**config.mk**
```make
export PLATFORM = sky130hd
export DESIGN_NAME = spi_packet_slave
export DESIGN_NICKNAME = d
export VERILOG_FILES = /design/src/rtl/spi_packet_slave.sv
export SDC_FILE = /design/constraint.sdc
export NUM_CORES = 2
export LEC_CHECK = 0
export ABC_AREA = 1
export CAP_MARGIN = 10
export CORE_ASPECT_RATIO = 0.6
export CORE_MARGIN = 2
export CORE_UTILIZATION = 55
export DETAILED_ROUTE_END_ITERATION = 6
export MAX_ROUTING_LAYER = met4
export PLACE_DENSITY = 0.78
export SYNTH_ARGS = -nofsm -noshare
export SYNTH_HDL_FRONTEND = slang
export SYNTH_SLANG_ARGS = --single-unit
```
**constraint.sdc**
```tcl
create_clock -name clk -period 3.7 [get_ports clk]
set_clock_uncertainty 0.15 [all_clocks]
set_input_delay 0.37 -clock clk [delete_from_list [all_inputs] [get_ports clk]]
set_output_delay 0.37 -clock clk [all_outputs]
set_load 0.05 [all_outputs]
```
**src/rtl/spi_packet_slave.sv**
```systemverilog
`default_nettype none
// ============================================================================
// Module   : spi_packet_slave
// Purpose  : SPI mode-0 slave. Receives one meta/prefix/data packet per
//            chip-select frame and shifts a queued reply out on miso.
//            Define SPI_PKT_CRC8_EN to append/check a CRC-8 trailer byte.
// Revision : 1.0  initial release
// ============================================================================
module spi_packet_slave #(
  parameter int META_W      = 8,
  parameter int PREFIX_W    = 64,
  parameter int DATA_W      = 256,
  parameter int SYNC_STAGES = 2
) (
  input  logic                clk,
  input  logic                rst,
  input  logic                sclk,
  input  logic                mosi,
  input  logic                cs,
  output logic                miso,
  output logic                RX_valid,
  output logic [META_W-1:0]   packet_meta_data,
  output logic [PREFIX_W-1:0] packet_prefix,
  output logic [DATA_W-1:0]   packet_data,
  input  logic                TX_valid,
  input  logic [META_W-1:0]   packet_meta_data_input,
  input  logic [PREFIX_W-1:0] packet_prefix_input,
  input  logic [DATA_W-1:0]   packet_data_input,
  output logic                tx_pending,
  output logic                frame_err,
  output logic                crc_err
);

  localparam int F = META_W + PREFIX_W + DATA_W;
`ifdef SPI_PKT_CRC8_EN
  localparam int CRC_W = 8;
`else
  localparam int CRC_W = 0;
`endif
  localparam int FT = F + CRC_W;
  localparam int CW = $clog2(FT + 1);

  typedef enum logic [1:0] {
    IDLE  = 2'd0,
    SHIFT = 2'd1,
    DONE  = 2'd2,
    ABORT = 2'd3
  } state_t;

  state_t state, state_nxt;

  logic [SYNC_STAGES-1:0] sclk_sync, cs_sync, mosi_sync;
  logic                   sclk_d, cs_d;
  logic                   sclk_s, cs_s, mosi_s;
  logic                   sclk_rise, sclk_fall, cs_rise, cs_fall;

  logic [CW-1:0]          cnt;
  logic [FT-2:0]          rx_sr;
  logic [FT-1:0]          rx_next;
  logic [FT-1:0]          tx_sr;
  logic [FT-1:0]          tx_load;
  logic [F-1:0]           hold;
  logic                   start_pend;
  logic                   start, finish, abort;
  logic                   rx_ok;

  assign sclk_s    = sclk_sync[SYNC_STAGES-1];
  assign cs_s      = cs_sync[SYNC_STAGES-1];
  assign mosi_s    = mosi_sync[SYNC_STAGES-1];
  assign sclk_rise = sclk_s & ~sclk_d;
  assign sclk_fall = ~sclk_s & sclk_d;
  assign cs_rise   = cs_s & ~cs_d;
  assign cs_fall   = ~cs_s & cs_d;

  // cs synchroniser resets to its idle (high) level so release is edge-free
  always_ff @(posedge clk or negedge rst) begin
    if (!rst) begin
      sclk_sync <= '0;
      mosi_sync <= '0;
      cs_sync   <= '1;
      sclk_d    <= 1'b0;
      cs_d      <= 1'b1;
    end else begin
      sclk_sync <= {sclk_sync[SYNC_STAGES-2:0], sclk};
      mosi_sync <= {mosi_sync[SYNC_STAGES-2:0], mosi};
      cs_sync   <= {cs_sync[SYNC_STAGES-2:0], cs};
      sclk_d    <= sclk_s;
      cs_d      <= cs_s;
    end
  end

  always_comb begin
    state_nxt = state;
    case (state)
      IDLE:    if (cs_fall || start_pend) state_nxt = SHIFT;
      SHIFT: begin
        if (sclk_rise && (cnt == CW'(FT - 1))) state_nxt = DONE;
        else if (cs_rise)                      state_nxt = ABORT;
      end
      DONE:    state_nxt = IDLE;
      ABORT:   state_nxt = IDLE;
      default: state_nxt = IDLE;
    endcase
  end

  assign start   = (state == IDLE)  && (state_nxt == SHIFT);
  assign finish  = (state == SHIFT) && (state_nxt == DONE);
  assign abort   = (state == SHIFT) && (state_nxt == ABORT);
  assign rx_next = {rx_sr, mosi_s};
  assign miso    = (state == SHIFT) && tx_sr[FT-1];

`ifdef SPI_PKT_CRC8_EN
  logic [7:0] rx_crc, tx_crc;

  function automatic logic [7:0] crc8_step(input logic [7:0] c, input logic b);
    crc8_step = {c[6:0], 1'b0} ^ ((c[7] ^ b) ? 8'h07 : 8'h00);
  endfunction

  assign rx_ok   = (rx_next[7:0] == rx_crc);
  assign tx_load = tx_pending ? {hold, 8'h00} : '0;
`else
  assign rx_ok   = 1'b1;
  assign tx_load = tx_pending ? hold : '0;
  assign crc_err = 1'b0;
`endif

  always_ff @(posedge clk or negedge rst) begin
    if (!rst) begin
      state            <= IDLE;
      cnt              <= '0;
      rx_sr            <= '0;
      tx_sr            <= '0;
      hold             <= '0;
      tx_pending       <= 1'b0;
      start_pend       <= 1'b0;
      RX_valid         <= 1'b0;
      frame_err        <= 1'b0;
      packet_meta_data <= '0;
      packet_prefix    <= '0;
      packet_data      <= '0;
`ifdef SPI_PKT_CRC8_EN
      rx_crc           <= '0;
      tx_crc           <= '0;
      crc_err          <= 1'b0;
`endif
    end else begin
      state     <= state_nxt;
      RX_valid  <= finish && rx_ok;
      frame_err <= abort || (finish && !rx_ok);
`ifdef SPI_PKT_CRC8_EN
      crc_err   <= finish && !rx_ok;
`endif

      if (TX_valid) begin
        hold       <= {packet_meta_data_input, packet_prefix_input, packet_data_input};
        tx_pending <= 1'b1;
      end else if (start) begin
        tx_pending <= 1'b0;
      end

      // a new frame may begin while DONE/ABORT is still being retired
      if (state == IDLE)
        start_pend <= 1'b0;
      else if ((state == DONE || state == ABORT) && cs_fall)
        start_pend <= 1'b1;

      if (start) begin
        cnt   <= '0;
        tx_sr <= tx_load;
`ifdef SPI_PKT_CRC8_EN
        rx_crc <= '0;
        tx_crc <= '0;
`endif
      end

      if (state == SHIFT) begin
        if (sclk_rise) begin
          rx_sr <= rx_next[FT-2:0];
          cnt   <= cnt + 1'b1;
`ifdef SPI_PKT_CRC8_EN
          if (cnt < CW'(F)) rx_crc <= crc8_step(rx_crc, mosi_s);
`endif
        end
        if (sclk_fall) begin
`ifdef SPI_PKT_CRC8_EN
          // after the last reply bit leaves, its CRC becomes the next byte out
          if (cnt == CW'(F)) begin
            tx_sr <= {crc8_step(tx_crc, tx_sr[FT-1]), {F{1'b0}}};
          end else begin
            tx_sr <= {tx_sr[FT-2:0], 1'b0};
            if (cnt != '0) tx_crc <= crc8_step(tx_crc, tx_sr[FT-1]);
          end
`else
          tx_sr <= {tx_sr[FT-2:0], 1'b0};
`endif
        end
        if (abort) tx_sr <= '0;
      end

      if (finish && rx_ok) begin
        packet_meta_data <= rx_next[FT-1 -: META_W];
        packet_prefix    <= rx_next[FT-1-META_W -: PREFIX_W];
        packet_data      <= rx_next[CRC_W +: DATA_W];
      end
    end
  end

endmodule
`default_nettype wire

```
==> out/qor.txt <==
Slew margin rel. -> 0.344
Setup CP Type -> flip-flop to output pin
Final #Nets -> 8,187
Drt pass-1 iters -> 6
Fillcell total -> 8,303
Largest net degree at the start of global routing -> 191
Worst reg2reg setup slack -> 0.88 ns
Max Cap Viol -> 0
Layout cells sized above 1 -> 0.0385
Dpl hpwl -> 92,700 um
Reg2reg path depth -> 9
Worst hold path endpoint -> hold[152]$_DFFE_PN0P_
Mapped Cells -> 7,361
CP max-delay cell -> clkdlybuf4s50_1
Initial Utilization -> 0.553
Worst Setup Slack, final -> 0.859 ns
Antenna violations before repair -> 2
Die span in x -> 423 um
Commonest non-fill, non-tap cell in the layout -> nand2_1
Worst hold path type -> input pin to flip-flop
Gr usage total -> 0.287
I/O Pins -> 667
Vias in the first global route -> 46.1k
Die height -> 255 um
Synth Register Bits -> 1,334
First DRT Iteration DRCs -> 5,109
Post-route ant nets -> 0
R2r endpoint -> packet_data[90]$_DFFE_PN0P_
First-pass GRT wire length -> 245,000 um
Hold Path Cell Cnt -> 3
Power, Total -> 0.0413 W
Mapped Area -> 57,800 sq um
Drt wl/cell -> 16.2 um
Status -> finished clean
Final number of max-transition violations -> 0
Synth Flop Type -> dfrtp_1
Crit path DAT -> 2.32 ns
Maximum vdd drop -> 0.000472 V
Grt ovf -> 0
Buf/Inv on CP -> 2
Ys async rst share -> 1.00
Core box area -> 105,000 sq um
Pwr dens -> 586 nW/um^2
Fmax achieved -> 0.352 GHz
Via/cell ratio -> 5.21
Max incr delay on CP -> 0.89 ns
Worst slew pin tran -> 0.983 ns
Post-synth EDFFs -> 0
Clk sink count -> 1,334
Max clock buf depth -> 3
RSZ-0062 raised after global routing -> false
Final Cycle Share -> 0.768
Post-CTS Setup Repair Bufs -> 0
Cell Area, Placed -> 65,300 sq um
Setup_tns -> 0 ns
Final setup viols -> 0
Residual DRC -> 0
Detailed Route WL -> 151,000 um
Critical path cell sequence -> inv_1 -> nand2_2 -> nor2_1 -> clkdlybuf4s50_1
Hold slack -> 0.0412 ns
P&R area growth vs syn -> 21.8%
H-Tree Depth -> 3
Cell family with most CP delay -> buffers and inverters
CP startpoint kind -> flip-flop
Clk root buf -> clkbuf_16
Hold wc startpoint -> packet_data_input[152]
Die area -> 108,000 sq um
Crit. End Element -> output pin
Dpl ws -> 0.931 ns
CTS clock-pin slew for the worst setup and hold paths -> 0.07 ns
Num CTS Buffers -> 118
GP Congestion -> 0.844
Clk_lat worst skew -> 0.73 ns
Required time of the critical path -> 3.18 ns
CP max FO -> 4
# rows -> 92
CTS-repair resized insts -> 0
IO buf count -> 665
FF-to-FF Start -> cnt[0]$_DFF_PN0_
Leakage Power -> 39.4 nW
Post-Layout Inst Area -> 70,500 sq um
Final Hold Fails -> 0
Synth unique cells -> 27
CTS tree -> built
Post-CTS Hold Fix Bufs -> 93
Most frequent cells in the layout -> nand2_1, dfrtp_1, nand3_1
Syn_nets -> 7,696
Mean post-synth cell area -> 7.86 sq um
Post-synthesis sequential area ratio -> 0.577
Routed via count -> 48.8k
Synth warn -> 0
Final Critical Period -> 2.84 ns
==> synth_stat cells (2+ instances only) <==
master       n  share of area
nand2_1   3840           0.25
dfrtp_1   1331           0.58
nand3_1    665          0.058
inv_1      598          0.039
o21ai_0    326          0.028
clkbuf_1   214          0.014
buf_2      210          0.018
nor2_1      57         0.0037
buf_4       41         0.0053
nand4_1     37         0.0040
buf_1        9        0.00058
a21oi_1      7        0.00061
o21ai_1      6        0.00052
inv_2        4        0.00026
dfstp_2      3         0.0014
nand2_2      2        0.00022
==> flip-flops by register name, indices dropped and copies added, names as in the netlist, 2 cells and up <==
| register | count |
|---|---|
| state | 2 |
| packet_prefix | 64 |
| tx_sr | 328 |
| packet_meta_data | 8 |
| cnt | 9 |
| rx_sr | 327 |
| sclk_sync | 2 |
| packet_data | 256 |
| cs_sync | 2 |
| mosi_sync | 2 |
| hold | 328 |
==> report_power, final <==
part / internal (W) / switching, W
Clock: 0.00764 / 0.00570
Combinational: 0.00353 / 0.00687
Sequential: 0.0167 / 0.000827
==> worst max path at each step <==
stage                                      start                            to  slack, ns  cells past startpoint
after CTS                     state[1]$_DFF_PN0_                          miso       0.79                      4
after floorplan           tx_pending$_DFFE_PN0P_          tx_sr[100]$_DFF_PN0_       1.75                      7
after global placement      cs_sync[1]$_DFF_PN1_  packet_data[203]$_DFFE_PN0P_       1.01                      7
after global routing            cnt[0]$_DFF_PN0_  packet_data[226]$_DFFE_PN0P_       0.65                      9
after detailed placement        cnt[0]$_DFF_PN0_  packet_data[155]$_DFFE_PN0P_       0.93                      9
final                         state[1]$_DFF_PN0_                          miso       0.86                      4
==> worst register-to-register path, cell delays in order, from the launching register on <==
cell and delay [ns]:
dfrtp_1 0.39, ha_1 0.23, nand2_1 0.07, nor2_1 0.15, nand3_1 0.23, a21oi_4 0.29
buf_4 0.42, buf_4 0.51, nand3_1 0.19, nand2_1 0.12
==> routing by layer <==
layer  share of wire  track usage  wire length (um)
met1            0.44        0.397             66200
met2            0.47        0.442             71900
met3           0.055       0.0408              8270
met4           0.033       0.0957              5000
met5               0            -                 0
==> through the flow <==
step	cells	utilization
final	9366	0.673
after floorplan	7361	-
after global routing	9366	0.673
after detailed placement	9049	0.624
after global placement	9049	0.624
after CTS	9364	0.673
==> cell families after synthesis <==
| kind of cell | Yosys count | synth area share |
|---|---|---|
| simple gates | 4602 | 0.315 |
| flops | 1334 | 0.577 |
| other cells | 1 | 0.0000648 |
| fa+ha+maj | 1 | 0.000216 |
| buf+inv | 1077 | 0.0771 |
| xor+xnor | 1 | 0.000151 |
| compound gates | 345 | 0.0305 |
==> cell type report <==
cell class                 instances  area (sq um)  share of cell area
antenna                            2          5.00           0.0000710
clock buffer                     162          3320              0.0471
clock inverter                    60           877              0.0124
inverter                         603          2280              0.0323
multi-input combinational       4950         20000               0.285
sequential                      1334         33400               0.474
tap                             1410          1760              0.0250
timing repair buffer             845          8780               0.125
Power figures use the tool's default switching activity.
==> patch: new RTL, config.mk and constraints unchanged <==
`DATA_W`: 256 -> 128.
--- a/src/rtl/spi_packet_slave.sv
+++ b/src/rtl/spi_packet_slave.sv
@@ -10,5 +10,5 @@
   parameter int META_W      = 8,
   parameter int PREFIX_W    = 64,
-  parameter int DATA_W      = 256,
+  parameter int DATA_W      = 128,
   parameter int SYNC_STAGES = 2
 ) (
Interface: changed (resized packet_data and packet_data_input); port bits go from 667 to 411. The function was not compared with the original's and may differ.
==> patch against the unedited design <==
Worst setup slack got worse by 140 ps; synthesized cell count is 43% lower; power down 44%; synthesized area is 40% lower; non-clock buffer count is 388 lower; sequential cell count fell by 513; routed wire length decreased by 46%; cell area shrank 41%; largest cell class unchanged.
==> patch: results (changes against the unedited design) <==
<table>
<tr><th>Metric</th><th>Value</th></tr>
<tr><th colspan="2">Outcome</th></tr>
<tr><td>Run status</td><td>finished, final reports clean</td></tr>
<tr><th colspan="2">Clock tree</th></tr>
<tr><td>Hold-fix buffers at CTS</td><td>3 (-97%)</td></tr>
<tr><td>Inserted Clock Buffers</td><td>73 (-38%)</td></tr>
<tr><td>Worst-skew pair later-pin latency</td><td>630 ps (-100 ps)</td></tr>
<tr><th colspan="2">Finish</th></tr>
<tr><td>Fraction of layout instances using a drive strength above 1</td><td>4.01% (+0.17 points)</td></tr>
<tr><td>Number of multi-input combinational cells in the layout</td><td>2854 (-42%)</td></tr>
<tr><td>Number of buffers outside the clock class in the layout</td><td>457 (-46%)</td></tr>
<tr><th colspan="2">Placement</th></tr>
<tr><td>Post-DP HPWL</td><td>51.3 mm (-45%)</td></tr>
<tr><td>Worst setup timing slack at the placement stage</td><td>1240 ps (+314 ps)</td></tr>
<tr><td>Post-placement cell area</td><td>0.0390 mm2 (-40%)</td></tr>
<tr><td>Weighted congestion at the end of routability-driven global placement</td><td>0.801 (-5.2%)</td></tr>
<tr><td>Input/output buffers</td><td>409 (-38%)</td></tr>
<tr><th colspan="2">Global routing</th></tr>
<tr><td>Via count of the first global-routing pass</td><td>26200 (-43%)</td></tr>
<tr><td>Met1 demand-to-capacity share in global routing</td><td>40.0% (+0.28 points)</td></tr>
<tr><td>Global-route wire length before repair</td><td>137 mm (-44%)</td></tr>
<tr><td>Global routing usage on met3</td><td>5.15% (+1.1 points)</td></tr>
<tr><th colspan="2">Synthesis</th></tr>
<tr><td>Xor/xnor cell area share of the yosys netlist</td><td>0% (-0.015 points)</td></tr>
<tr><td>Compound-Gate Fraction of Synth Area</td><td>6.03% (+3.0 points)</td></tr>
<tr><th colspan="2">Route</th></tr>
<tr><td>DR WL/cell</td><td>15.5 um (-4.3%)</td></tr>
<tr><td>Violation count after the first detailed-route iteration</td><td>2724 (-47%)</td></tr>
<tr><td>Number of vias per cell</td><td>5.23 (+0.48%)</td></tr>
<tr><th colspan="2">Setup path</th></tr>
<tr><td>Maximum fanout count along the critical path</td><td>5 (+1)</td></tr>
<tr><td>FF-to-FF End</td><td>packet_prefix[36]</td></tr>
<tr><th colspan="2">Min path</th></tr>
<tr><td>Startpoint of the lowest-slack hold path</td><td>mosi</td></tr>
<tr><td>End of the worst hold path</td><td>mosi_sync[0]</td></tr>
<tr><th colspan="2">Timing</th></tr>
<tr><td>Slew at the pin closest to its max-slew limit</td><td>1130 ps (+146 ps)</td></tr>
<tr><td>Fin Hold WS</td><td>33.8 ps (-7.37 ps)</td></tr>
<tr><th colspan="2">Floorplan</th></tr>
<tr><td>Die width</td><td>327 um (-23%)</td></tr>
<tr><th colspan="2">Pwr</th></tr>
<tr><td>Peak supply drop</td><td>0.000405 V (-14%)</td></tr>
</table>
[patch: power groups by stage]
stage,sequential (mW),combinational [mW],clock [mW]
after floorplan,11.0,3.18,0
after CTS,11.2,4.28,7.99
final,11.2,4.23,7.86
after global routing,11.3,4.97,8.39
after global placement,11.3,4.07,0
after detailed placement,11.3,4.26,0
[patch: routing by layer]
layer  part of all wire (%)  routed length (um)
met1                     48               39300
met3                    6.0                4930
met2                     44               36400
met5                      0                   0
met4                    2.0                1620
[patch: worst max-delay path by stage]
| stage | start | end | slack (ps) | depth (start not counted) |
|---|---|---|---|---|
| global route | state[0] | miso | 540 | 5 |
| detailed placement | cnt[0] | packet_prefix[36] | 1240 | 8 |
| CTS | state[1] | miso | 660 | 4 |
| global placement | cnt[0] | packet_prefix[31] | 1330 | 9 |
| finish | state[1] | miso | 720 | 4 |
| floorplan | state[1] | miso | 1880 | 3 |
